File: config.mk
export PLATFORM = sky130hd
export DESIGN_NAME = spi_ctrl_master
export DESIGN_NICKNAME = d
export VERILOG_FILES = /design/src/rtl/spi_ctrl_pkg.sv /design/src/rtl/spi_half_tick.sv /design/src/rtl/spi_ctrl_master.sv
export SDC_FILE = /design/constraint.sdc
export NUM_CORES = 1
export LEC_CHECK = 0
export ABC_AREA = 1
export BUFFER_PORTS_ARGS = -buffer_cell sky130_fd_sc_hd__buf_2
export CAP_MARGIN = 20
export CORE_UTILIZATION = 51
export DETAILED_ROUTE_END_ITERATION = 7
export GPL_ROUTABILITY_DRIVEN = 0
export PLACE_DENSITY = 0.75
export RECOVER_POWER = 50
export REMOVE_ABC_BUFFERS = 1
export SETUP_SLACK_MARGIN = 0.3
export SLEW_MARGIN = 20
export SYNTH_ARGS = -nofsm -noshare
export SYNTH_HDL_FRONTEND = slang
export SYNTH_HIERARCHICAL = 1
export SYNTH_SLANG_ARGS = --single-unit
export TNS_END_PERCENT = 5
File: constraint.sdc
create_clock -name clk -period 2.1 [get_ports clk]
set_clock_uncertainty 0.15 [all_clocks]
set_input_delay 0.42 -clock clk [delete_from_list [all_inputs] [get_ports clk]]
set_output_delay 0.42 -clock clk [all_outputs]
set_load 0.01 [all_outputs]
File: src/rtl/spi_ctrl_pkg.sv
// spi_ctrl_pkg: shared types and constants for the SPI control master.
//   state_t   : controller state encoding
//   SEL_*     : tx_sel encodings for the target select line
//   DIV_W     : width of the half-period divider counter (CLK_DIV <= 255)
//   sel_lines : maps a tx_sel code to the active-low {ss3, ss2, conf} lines
package spi_ctrl_pkg;

  localparam int DIV_W = 8;

  typedef enum logic [2:0] {
    ST_IDLE,
    ST_LOW,
    ST_HIGH,
    ST_TAIL,
    ST_SEL,
    ST_GAP
  } state_t;

  localparam logic [1:0] SEL_CONF = 2'd0;
  localparam logic [1:0] SEL_SS2  = 2'd1;
  localparam logic [1:0] SEL_SS3  = 2'd2;
  localparam logic [1:0] SEL_NONE = 2'd3;

  // Returns {spi_ss3, spi_ss2, conf_data0}, active low; SEL_NONE asserts nothing.
  function automatic logic [2:0] sel_lines(input logic [1:0] sel);
    case (sel)
      SEL_CONF: return 3'b110;
      SEL_SS2:  return 3'b101;
      SEL_SS3:  return 3'b011;
      default:  return 3'b111;
    endcase
  endfunction

endpackage

File: src/rtl/spi_half_tick.sv
// spi_half_tick: loadable down-counter timing one SCK half-period.
//   clk, reset : clock and synchronous active-high reset
//   load       : reload the counter with CLK_DIV-1 (asserted on every state change)
//   expire     : high in the last cycle of the half-period (count reached 0)
module spi_half_tick
  import spi_ctrl_pkg::*;
#(
  parameter int CLK_DIV = 4
) (
  input  logic clk,
  input  logic reset,
  input  logic load,
  output logic expire
);

  localparam logic [DIV_W-1:0] RELOAD = DIV_W'(CLK_DIV - 1);

  logic [DIV_W-1:0] count;

  // Counts down and parks at 0; only an explicit load starts a new period,
  // so the count never wraps into the following state on its own.
  always_ff @(posedge clk) begin
    if (reset) begin
      count <= '0;
    end else if (load) begin
      count <= RELOAD;
    end else if (count != '0) begin
      count <= count - 1'b1;
    end
  end

  assign expire = (count == '0);

endmodule

File: src/rtl/spi_ctrl_master.sv
// spi_ctrl_master: byte-oriented SPI mode-0 master with three active-low selects.
//   clk, reset          : clock and synchronous active-high reset
//   tx_valid/tx_ready   : byte handshake; tx_data byte, tx_sel target, tx_last release select after
//   abort               : drop the current transfer and go through the select-inactive gap
//   rx_valid/rx_data    : received byte with a 1-cycle strobe
//   spi_sck/mosi/miso   : SPI bus, MSB first, SCK idle low
//   conf_data0/ss2/ss3  : active-low select lines
module spi_ctrl_master
  import spi_ctrl_pkg::*;
#(
  parameter int CLK_DIV = 4
) (
  input  logic       clk,
  input  logic       reset,
  input  logic       tx_valid,
  output logic       tx_ready,
  input  logic [7:0] tx_data,
  input  logic [1:0] tx_sel,
  input  logic       tx_last,
  input  logic       abort,
  output logic       rx_valid,
  output logic [7:0] rx_data,
  output logic       spi_sck,
  output logic       spi_mosi,
  input  logic       spi_miso,
  output logic       conf_data0,
  output logic       spi_ss2,
  output logic       spi_ss3
);

  state_t     state;
  logic [2:0] sel_n;
  logic [6:0] tx_shift;
  logic [7:0] rx_shift;
  logic [2:0] bit_cnt;
  logic       last_q;
  logic       expire;
  logic       timed;
  logic       abort_act;
  logic       accept;
  logic       load;

  // Abort is ignored in IDLE and beats a same-cycle accept everywhere else.
  assign abort_act = abort && (state != ST_IDLE);
  assign accept    = tx_valid && tx_ready && !abort_act;
  assign timed     = (state == ST_LOW) || (state == ST_HIGH) ||
                     (state == ST_TAIL) || (state == ST_GAP);
  assign load      = accept || abort_act || (timed && expire);

  spi_half_tick #(.CLK_DIV(CLK_DIV)) u_half_tick (
    .clk    (clk),
    .reset  (reset),
    .load   (load),
    .expire (expire)
  );

  assign {spi_ss3, spi_ss2, conf_data0} = sel_n;

  // Single registered FSM: every output is updated on the same edge that
  // changes state, so the bus pins never glitch between states.
  always_ff @(posedge clk) begin
    rx_valid <= 1'b0;
    if (reset) begin
      state    <= ST_IDLE;
      spi_sck  <= 1'b0;
      spi_mosi <= 1'b0;
      sel_n    <= 3'b111;
      tx_ready <= 1'b1;
      rx_data  <= '0;
      tx_shift <= '0;
      rx_shift <= '0;
      bit_cnt  <= '0;
      last_q   <= 1'b0;
    end else if (abort_act) begin
      state    <= ST_GAP;
      spi_sck  <= 1'b0;
      sel_n    <= 3'b111;
      tx_ready <= 1'b0;
    end else begin
      case (state)
        ST_IDLE, ST_SEL: begin
          if (accept) begin
            // A continuation byte from SEL keeps the select already driven.
            if (state == ST_IDLE) begin
              sel_n <= sel_lines(tx_sel);
            end
            spi_mosi <= tx_data[7];
            tx_shift <= tx_data[6:0];
            last_q   <= tx_last;
            bit_cnt  <= '0;
            tx_ready <= 1'b0;
            state    <= ST_LOW;
          end
        end
        ST_LOW: begin
          if (expire) begin
            // MISO enters at the LSB, so the first sample ends up as the MSB.
            spi_sck  <= 1'b1;
            rx_shift <= {rx_shift[6:0], spi_miso};
            state    <= ST_HIGH;
          end
        end
        ST_HIGH: begin
          if (expire) begin
            spi_sck <= 1'b0;
            if (bit_cnt == 3'd7) begin
              state <= ST_TAIL;
            end else begin
              bit_cnt  <= bit_cnt + 1'b1;
              spi_mosi <= tx_shift[6];
              tx_shift <= {tx_shift[5:0], 1'b0};
              state    <= ST_LOW;
            end
          end
        end
        ST_TAIL: begin
          if (expire) begin
            rx_valid <= 1'b1;
            rx_data  <= rx_shift;
            if (last_q) begin
              sel_n <= 3'b111;
              state <= ST_GAP;
            end else begin
              tx_ready <= 1'b1;
              state    <= ST_SEL;
            end
          end
        end
        ST_GAP: begin
          if (expire) begin
            tx_ready <= 1'b1;
            state    <= ST_IDLE;
          end
        end
        default: begin
          state <= ST_IDLE;
        end
      endcase
    end
  end

endmodule

Word level (Yosys, flattened, before mapping)
Cells that the tools add are included.
- flip-flop bits (word level): 45
- logic and storage cells: 111
- bits of input ports: 16
- output and inout bits: 15
- bitwise operators: 2
- multiplexer cells: 38
- add/sub/neg operators: 2
- equal/unequal tests: 22
- reduce and logical (&&, ||, !) cells: 33
- operators with widths (kind ; count):
    2-to-1 mux 3 bit ; 13
    AND reduction 5 bit ; 5
    2-to-1 mux 7 bit ; 3
    inequality test 3 bit (second input constant) ; 6
    inequality test 2 bit (second input constant) ; 8
    one-hot mux 3 bit (5 select lines) ; 1
    one-hot mux 7 bit (2 select lines) ; 1
    one-hot mux 3 bit (2 select lines) ; 2
    AND reduction 3 bit ; 4
    2-to-1 mux 1 bit ; 11
    equality test 3 bit (second input constant) ; 3
    one-hot mux 3 bit (3 select lines) ; 1
    logical NOT 8 bit ; 1
    nonzero test 2 bit ; 4
    nonzero test 8 bit ; 1
    subtractor 8 x 1 -> 8 bit (second input constant) ; 1
    equality test 3 x 2 -> 1 bit (second input constant) ; 2
    2-to-1 mux 2 bit ; 3
    OR reduction 2 bit ; 3
    logical OR 1 bit ; 5
    logical AND 1 bit ; 4
    one-hot mux 1 bit (2 select lines) ; 2
    nonzero test 4 bit ; 1
    adder 3 x 1 -> 3 bit (second input constant) ; 1
    10 further kinds ; 11

Logic depth before layout (Yosys ltp)
Gate-level depths: netlist of run 1.
- word-level depth: 7
- mapped depth: 12
- gate-level depth less buffers: 11

Hierarchy
The synthesis of run 1 kept the hierarchy.
- by module, submodules not included (module ; cells each ; area each (um^2) ; times used ; sequential area each (um^2)):
    spi_ctrl_master ; 267 ; 1769.2 ; 1 ; 740.7
    spi_half_tick ; 70 ; 496.7 ; 1 ; 160.2

Worst setup path after synthesis of run 1
Ideal clock, no wire load.
- path kind: register to register
- from: register u_half_tick.count[0]
- to: register spi_mosi
- period minus slack after synthesis: 2.008 ns
- stages on the path, launching flop included: 13
- required time: 1.837 ns
- library setup time: 0.113 ns
- arrival: 1.745 ns
- buffers on the path: 1
- setup slack: 0.092 ns
- cells stage by stage: dfxtp_1 -> inv_1 -> ha_1 -> inv_2 -> nor3_1 -> inv_1 -> nand2_1 -> nand2_2 -> nor2_4 -> buf_6 -> nand2_1 -> nand2_1 -> nor2_1
- word-level cells in the longest chain between the ends: 3
- ends and longest elaborated chain (item ; line ; RTL):
    from (decl) ; spi_half_tick.sv:18 ; logic [DIV_W-1:0] count;
    from (signal assigned) ; spi_half_tick.sv:28 ; count <= count - 1'b1;
    logical NOT 8 bit ; spi_half_tick.sv:32 ; assign expire = (count == '0);
    net expire ; spi_ctrl_master.sv:37 ; logic expire;
    inequality test 2 bit (no line) ; n/a ;
    AND reduction 5 bit (no line) ; n/a ;
    to (signal assigned) ; spi_ctrl_master.sv:87 ; spi_mosi <= tx_data[7];
    to (signal assigned) ; spi_ctrl_master.sv:110 ; spi_mosi <= tx_shift[6];
    to (decl) ; spi_ctrl_master.sv:24 ; output logic spi_mosi,
The timed path passes the listed nets, and every way through them passes these cells.
A chain may end at the register's enable or synchronous reset.

Final worst setup path of run 1
- from: register state[0]
- to: register bit_cnt[2]
- word-level cells in the longest chain between the ends: 6
- elaborated cells between the ends (all ways): 15
- classes of those cells: eq/ne: 5; mux: 1; bitwise: 1; reduce/logical: 8
- ends and longest elaborated chain (item ; line ; RTL):
    from (decl) ; spi_ctrl_master.sv:31 ; state_t state;
    from (signal assigned) ; spi_ctrl_master.sv:64 ; state <= ST_IDLE;
    from (signal assigned) ; spi_ctrl_master.sv:75 ; state <= ST_GAP;
    from (signal assigned) ; spi_ctrl_master.sv:92 ; state <= ST_LOW;
    nonzero test 3 bit ; spi_ctrl_master.sv:44 ; assign abort_act = abort && (state != ST_IDLE);
    logical AND 1 bit ; spi_ctrl_master.sv:44 ;
    logical NOT 1 bit ; spi_ctrl_master.sv:45 ; assign accept = tx_valid && tx_ready && !abort_act;
    logical AND 1 bit ; spi_ctrl_master.sv:45 ;
    inequality test 2 bit (no line) ; n/a ;
    AND reduction 5 bit (no line) ; n/a ;
    to (signal assigned) ; spi_ctrl_master.sv:109 ; bit_cnt <= bit_cnt + 1'b1;
    to (decl) ; spi_ctrl_master.sv:35 ; logic [2:0] bit_cnt;
Parallel ways exist; a longest one is shown, timed or not.

==> flow_summary.json, run 1 <==
{
  "overflow": 0,
  "timing_hold_violations_final": 0,
  "die_height_um": 68.7,
  "synth_area_um2": 2270,
  "grt_pass1_vias": 1868,
  "numPortBuffers": 30,
  "drt_iter0_drc": 118,
  "antenna_cells": 0,
  "rsz0062_at_grt": "yes",
  "avgViaCountPerCell": 5.03,
  "cts_buffers": 5,
  "synth-seq-cells": 45,
  "cp_slowest_stage_delay_ns": 0.39,
  "cts_hold_buffers": 0,
  "fin_crit_sh_pct": 88.3,
  "reg2reg_to": "bit_cnt[2]",
  "synth.avg_cell_area_um2": 6.72,
  "wl_per_cell_um": 11.2,
  "cp.required_ns": 2.15,
  "fmax_mhz": 539,
  "ff2ff_path_depth": 11,
  "rrSetupSlack_ns": 0.25,
  "seq_area_frac_synth_pct": 39.8,
  "core_um2": 4140,
  "drive_gt1_share_pct": 27.2,
  "crit_type": "register to register",
  "holdCritPathClass": "input port to register",
  "cts_tree": "done",
  "endpoint_kind": "register",
  "antenna_found_initial": 0,
  "relSlewSlack_pct": 72.8,
  "cp_slowest_cell": "dfxtp_2",
  "min_to": "rx_shift[0]",
  "status": "completed",
  "clk_path_buf_depth": 2,
  "yosysWarnings": 6,
  "p_leak_uw": 0.00142,
  "design_area_um2": 2780,
  "setup_tns_ns": 0,
  "clk_latency_ns": 0.30,
  "dpl-instance-area_um2": 2500,
  "fin_nets": 407,
  "syn-instance-count": 337,
  "drt_first_pass_iters": 5,
  "drv_cap": 0,
  "startpoint_type": "register",
  "synth_cell_types": 25,
  "tightest_slew_ns": 0.406,
  "cts_root_buf": "clkbuf_8",
  "vias": 2210,
  "row_count": 23,
  "crit_family": "simple AND/OR/NAND/NOR gates",
  "track_usage_pct": 22.5,
  "holdWs_ns": 0.193,
  "grt_first_pass_wirelength_um": 7890,
  "ir_drop_uv": 884,
  "worst-path-max-fanout": 10,
  "clk_pin_slew_worst_paths_ns": 0.10,
  "fill_cells": 382,
  "initial_core_util_pct": 54.7,
  "drc": 0,
  "wirelength_um": 4910,
  "grt_max_degree": 22,
  "dp_cells": 418,
  "cp_data_arrival_time_ns": 1.90,
  "hpwl_um": 3160,
  "power_density_nw_per_um2": 1810,
  "area_delta_synth_final_pct": 22.8,
  "cpMostUsedCell": "nand2_2",
  "min_from": "spi_miso",
  "die_w_um": 68.7,
  "r2r_start": "state[0]",
  "boundaryPins": 31,
  "period_minus_slack_ns": 1.85,
  "cp_cell_sequence": "nor2_4 -> nand2_2 -> nand2_1 -> nand2_2 -> nand2_4 -> nand2_4 -> nor2_4 -> buf_6 -> nand2_2 -> nand2_1 -> nor2_1",
  "setup_viol": 0,
  "hold_path_depth": 3,
  "final_cells": 439,
  "die-area_um2": 4710,
  "crit_buf_inv": 1,
  "h-tree-depth": 2,
  "ant_nets": 0,
  "maxSlewViolCount": 0,
  "final_util_pct": 67.1,
  "cts.sinks": 45
}
-- power by group --
| part | internal, µW | switching [µW] |
|---|---|---|
| Sequential | 1160 | 220 |
| Clock | 363 | 322 |
| Combinational | 1180 | 1800 |
| Total | 2700 | 2340 |
-- worst max path at each step --
stage	start	end	slack [ns]	cells after the start
after floorplan	u_half_tick/count[0]	bit_cnt[0]	0.004	11
after global placement	u_half_tick/count[0]	rx_data[7]	0.11	10
after detailed placement	u_half_tick/count[0]	tx_shift[0]	0.07	13
after CTS	u_half_tick/count[4]	tx_shift[3]	0.31	12
after global routing	state[0]	bit_cnt[2]	0.11	11
final	state[0]	bit_cnt[2]	0.25	11
-- Yosys cell counts, drive strengths merged --
library cell | number | area (µm²)
nand2 | 94 | 393
nor2 | 71 | 312
dfxtp | 45 | 901
inv | 40 | 150
nand3 | 30 | 160
o21ai | 23 | 119
a21oi | 12 | 78.8
nand4 | 5 | 31.3
clkbuf | 4 | 15.0
buf | 3 | 27.5
ha | 3 | 37.5
nor3 | 3 | 15.0
or2 | 3 | 18.8
o211ai | 1 | 7.51
-- cell families after synthesis --
logic type / Yosys count / share of synthesized area (%)
AO/OA/AOI/OAI: 36 / 9.06
buffers and inverters: 47 / 8.50
AND/OR/NAND/NOR: 206 / 41.0
flip-flops: 45 / 39.8
adder cells (fa/ha/maj): 3 / 1.66
-- layout by cell type, fill, tap and decap left out, drive strengths merged, types with 5 or more instances in the layout --
cell	Yosys	final
nor2	71	71
o21ai	23	23
dfxtp	45	45
nand2	94	94
inv	40	42
buf	3	36
a21oi	12	12
nand3	30	30
clkbuf	4	20
nand4	5	5
-- what timing repair did --
| item | 4_1_cts | 5_1_grt |
|---|---|---|
| gates cloned | 2 | 0 |
| buffers inserted | 10 | 1 |
| pin swaps | 8 | 5 |
| setup endpoints to repair | 41 | 30 |
| gates resized for setup | 18 | 18 |
-- metrics by stage --
step,total power [µW],worst slack (ns)
floorplan,3250,0.00376
global placement,3780,0.109
detailed placement,3830,0.0701
CTS,4840,0.311
global route,5500,0.106
finish,5050,0.245
-- metal layers --
| layer | up-vias | track usage (%) | part of all wire, % |
|---|---|---|---|
| met5 | - | 0 | 0 |
| met4 | 0 | 9.90 | 1.8 |
| met3 | 10 | 3.62 | 4.4 |
| met2 | 55 | 36.0 | 46 |
| met1 | 982 | 29.6 | 48 |
| li1 | 1163 | - | - |
-- worst min-delay path: cells and delay by family --
family	cells	cell delay [ns]
and+or+nand+nor	2	0.11
buffers and inverters	1	0.08
-- flip-flops by register name (all words and copies together), names as in the netlist --
register and flops:
bit_cnt 3, tx_shift 7, rx_valid 1, rx_data 8, spi_mosi 1, sel_n 3
last_q 1, spi_sck 1, tx_ready 1, rx_shift 8, state 3, u_half_tick/count 8
-- cell type report --
class                           count  area [µm²]  share of cell area, %
Sequential cell                    45         910                   32.7
Tap cell                           50        62.6                   2.25
Timing Repair Buffer               51         300                   10.8
Inverter                           40         158                   5.67
Multi-Input combinational cell    245        1240                   44.4
Clock buffer                        5        68.8                   2.47
Clock inverter                      3        47.5                   1.71
No activity file was read; power rests on OpenSTA's default activity.
==> inputs of run 2 (changes only) <==
--- a/config.mk
+++ b/config.mk
@@ -8,10 +8,12 @@
 export ABC_AREA = 1
 export BUFFER_PORTS_ARGS = -buffer_cell sky130_fd_sc_hd__buf_2
 export CAP_MARGIN = 20
-export CORE_UTILIZATION = 51
+export CORE_ASPECT_RATIO = 1.2
+export CORE_UTILIZATION = 53
+export CTS_CLUSTER_SIZE = 14
 export DETAILED_ROUTE_END_ITERATION = 7
 export GPL_ROUTABILITY_DRIVEN = 0
-export PLACE_DENSITY = 0.75
+export PLACE_DENSITY = 0.74
 export RECOVER_POWER = 50
 export REMOVE_ABC_BUFFERS = 1
 export SETUP_SLACK_MARGIN = 0.3
==> constraint.sdc (replaced) <==
create_clock -name clk -period 1.8 [get_ports clk]
set_clock_uncertainty 0.15 [all_clocks]
set_input_delay 0.36 -clock clk [delete_from_list [all_inputs] [get_ports clk]]
set_output_delay 0.36 -clock clk [all_outputs]
set_load 0.01 [all_outputs]
==> flow_summary.json, run 2 (synthesized netlist as in run 1, its figures left out) <==
{
  "final_common_cell": "nand2_1",
  "setup_viol": 19,
  "initial_core_util_pct": 56.6,
  "antenna_found_initial": 0,
  "status": "finished with violations",
  "numPortBuffers": 30,
  "wirelength_um": 5170,
  "track_usage_pct": 25.2,
  "grt_first_pass_wirelength_um": 8440,
  "vias": 2255,
  "clk_path_buf_depth": 2,
  "fill_cells": 339,
  "met2WireLength_um": 2580,
  "antenna_cells": 0,
  "switching_power_uw": 2990,
  "row_count": 25,
  "drc": 0,
  "holdWs_ns": 0.142,
  "p_leak_uw": 0.00153,
  "core_um2": 4000,
  "cp_data_arrival_time_ns": 1.95,
  "clk_pin_slew_worst_paths_ns": 0.10,
  "drt_iter0_drc": 125,
  "internal_power_uw": 3580,
  "pwr-share-comb_pct": 65.1,
  "routed.top_layer": "met4",
  "swShare_pct": 45.6,
  "overflow": 0,
  "met1_length_um": 2300,
  "rsz0062_at_grt": "yes",
  "die_height_um": 73.6,
  "fin_crit_sh_pct": 105,
  "cts_buffers": 5,
  "fin_nets": 420,
  "design_area_um2": 3010,
  "endpoint_kind": "register",
  "period_minus_slack_ns": 1.89,
  "relSlewSlack_pct": 71.6,
  "crit_type": "register to register",
  "wl_per_cell_um": 11.3,
  "area_delta_synth_final_pct": 32.9,
  "layout_common_cells": "nand2_1, nor2_1, dfxtp_1",
  "maxSlewViolCount": 0,
  "holdCritPathClass": "input port to register",
  "die-area_um2": 4540,
  "violations": "setup timing",
  "ant_nets": 0,
  "cts_root_buf": "clkbuf_8",
  "setup_tns_ns": -0.648,
  "avgViaCountPerCell": 4.95,
  "worst-path-max-fanout": 10,
  "cts.sinks": 45,
  "h-tree-depth": 2,
  "fmax_mhz": 529,
  "drv_cap": 0,
  "pwr-share-clk_pct": 10.4,
  "die_w_um": 61.7,
  "clk_latency_ns": 0.31,
  "dpl-instance-area_um2": 2620,
  "reg.largest.list": "rx_data x8, rx_shift x8, u_half_tick/count x8",
  "hpwl_um": 3430,
  "drt_first_pass_iters": 5,
  "seqPwrFrac_pct": 24.5,
  "timing_hold_violations_final": 0,
  "boundaryPins": 31,
  "cp.required_ns": 1.86,
  "power_density_nw_per_um2": 2180,
  "drive_gt1_share_pct": 34.3,
  "grt_pass1_vias": 1963,
  "ir_drop_uv": 1270,
  "tightest_slew_ns": 0.423,
  "wl_met3_um": 163,
  "startpoint_type": "register",
  "grt_max_degree": 30,
  "cts_tree": "done",
  "finalWorstSetupSlack_ns": -0.0890
}
run 2: per-layer routing:
layer	global-route usage, %	vias to the layer above
met5	0	-
met4	12.6	0
met2	42.4	38
met3	3.70	11
li1	-	1189
met1	30.4	1017
run 2: repair_timing:
action	CTS	global route
pin swaps	26	29
resized for setup	36	28
setup buffers	9	1
cloned	1	1
setup endpoints to repair	45	45
hold buffers	0	0
run 2: worst max-delay path, stage by stage, from the launching register on:
cell and delay [ns]:
dfxtp_1 0.47, nand2_1 0.11, nor2_1 0.28, nand2_1 0.09
nand3_1 0.15, nor2_4 0.07, buf_4 0.15, buf_16 0.13
nor2_1 0.12, nor2_1 0.06
run 2: path summary, 6_finish.rpt:
path | slack, ns | endpoint | startpoint | cells past startpoint
setup / recovery | -0.09 | tx_shift[5] | state[1] | 9
hold / removal | 0.14 | rx_shift[0] | spi_miso | 3
setup reg to reg | -0.09 | tx_shift[5] | state[1] | 9
hold reg to reg | 0.31 | sel_n[2] | sel_n[2] | 2
run 2: area by class of cell:
| cell class | instances | area, µm² | area share, % |
|---|---|---|---|
| multi-input cells | 245 | 1310 | 43.4 |
| repair buffers | 64 | 470 | 15.6 |
| flip-flops and latches | 45 | 907 | 30.1 |
| inverters | 40 | 163 | 5.40 |
| clock buffers | 5 | 68.8 | 2.29 |
| well taps | 54 | 67.6 | 2.24 |
| clock inverters | 3 | 26.3 | 0.873 |
run 2: power groups by stage:
stage | sequential [µW] | clock, µW | combinational [µW]
floorplan | 1590 | 0 | 2200
global placement | 1590 | 0 | 3160
detailed placement | 1600 | 0 | 3220
CTS | 1600 | 696 | 3830
finish | 1610 | 683 | 4270
global route | 1660 | 727 | 4730
run 2: per-stage QoR:
stage	utilization (%)	total power, µW	setup WS, ns	std cells
floorplan	-	3790	-0.296	330
global placement	65.4	4750	-0.0615	436
detailed placement	65.4	4820	-0.123	436
CTS	72.8	6130	-0.0153	454
global route	75.2	7120	-0.198	456
finish	75.2	6570	-0.0890	456
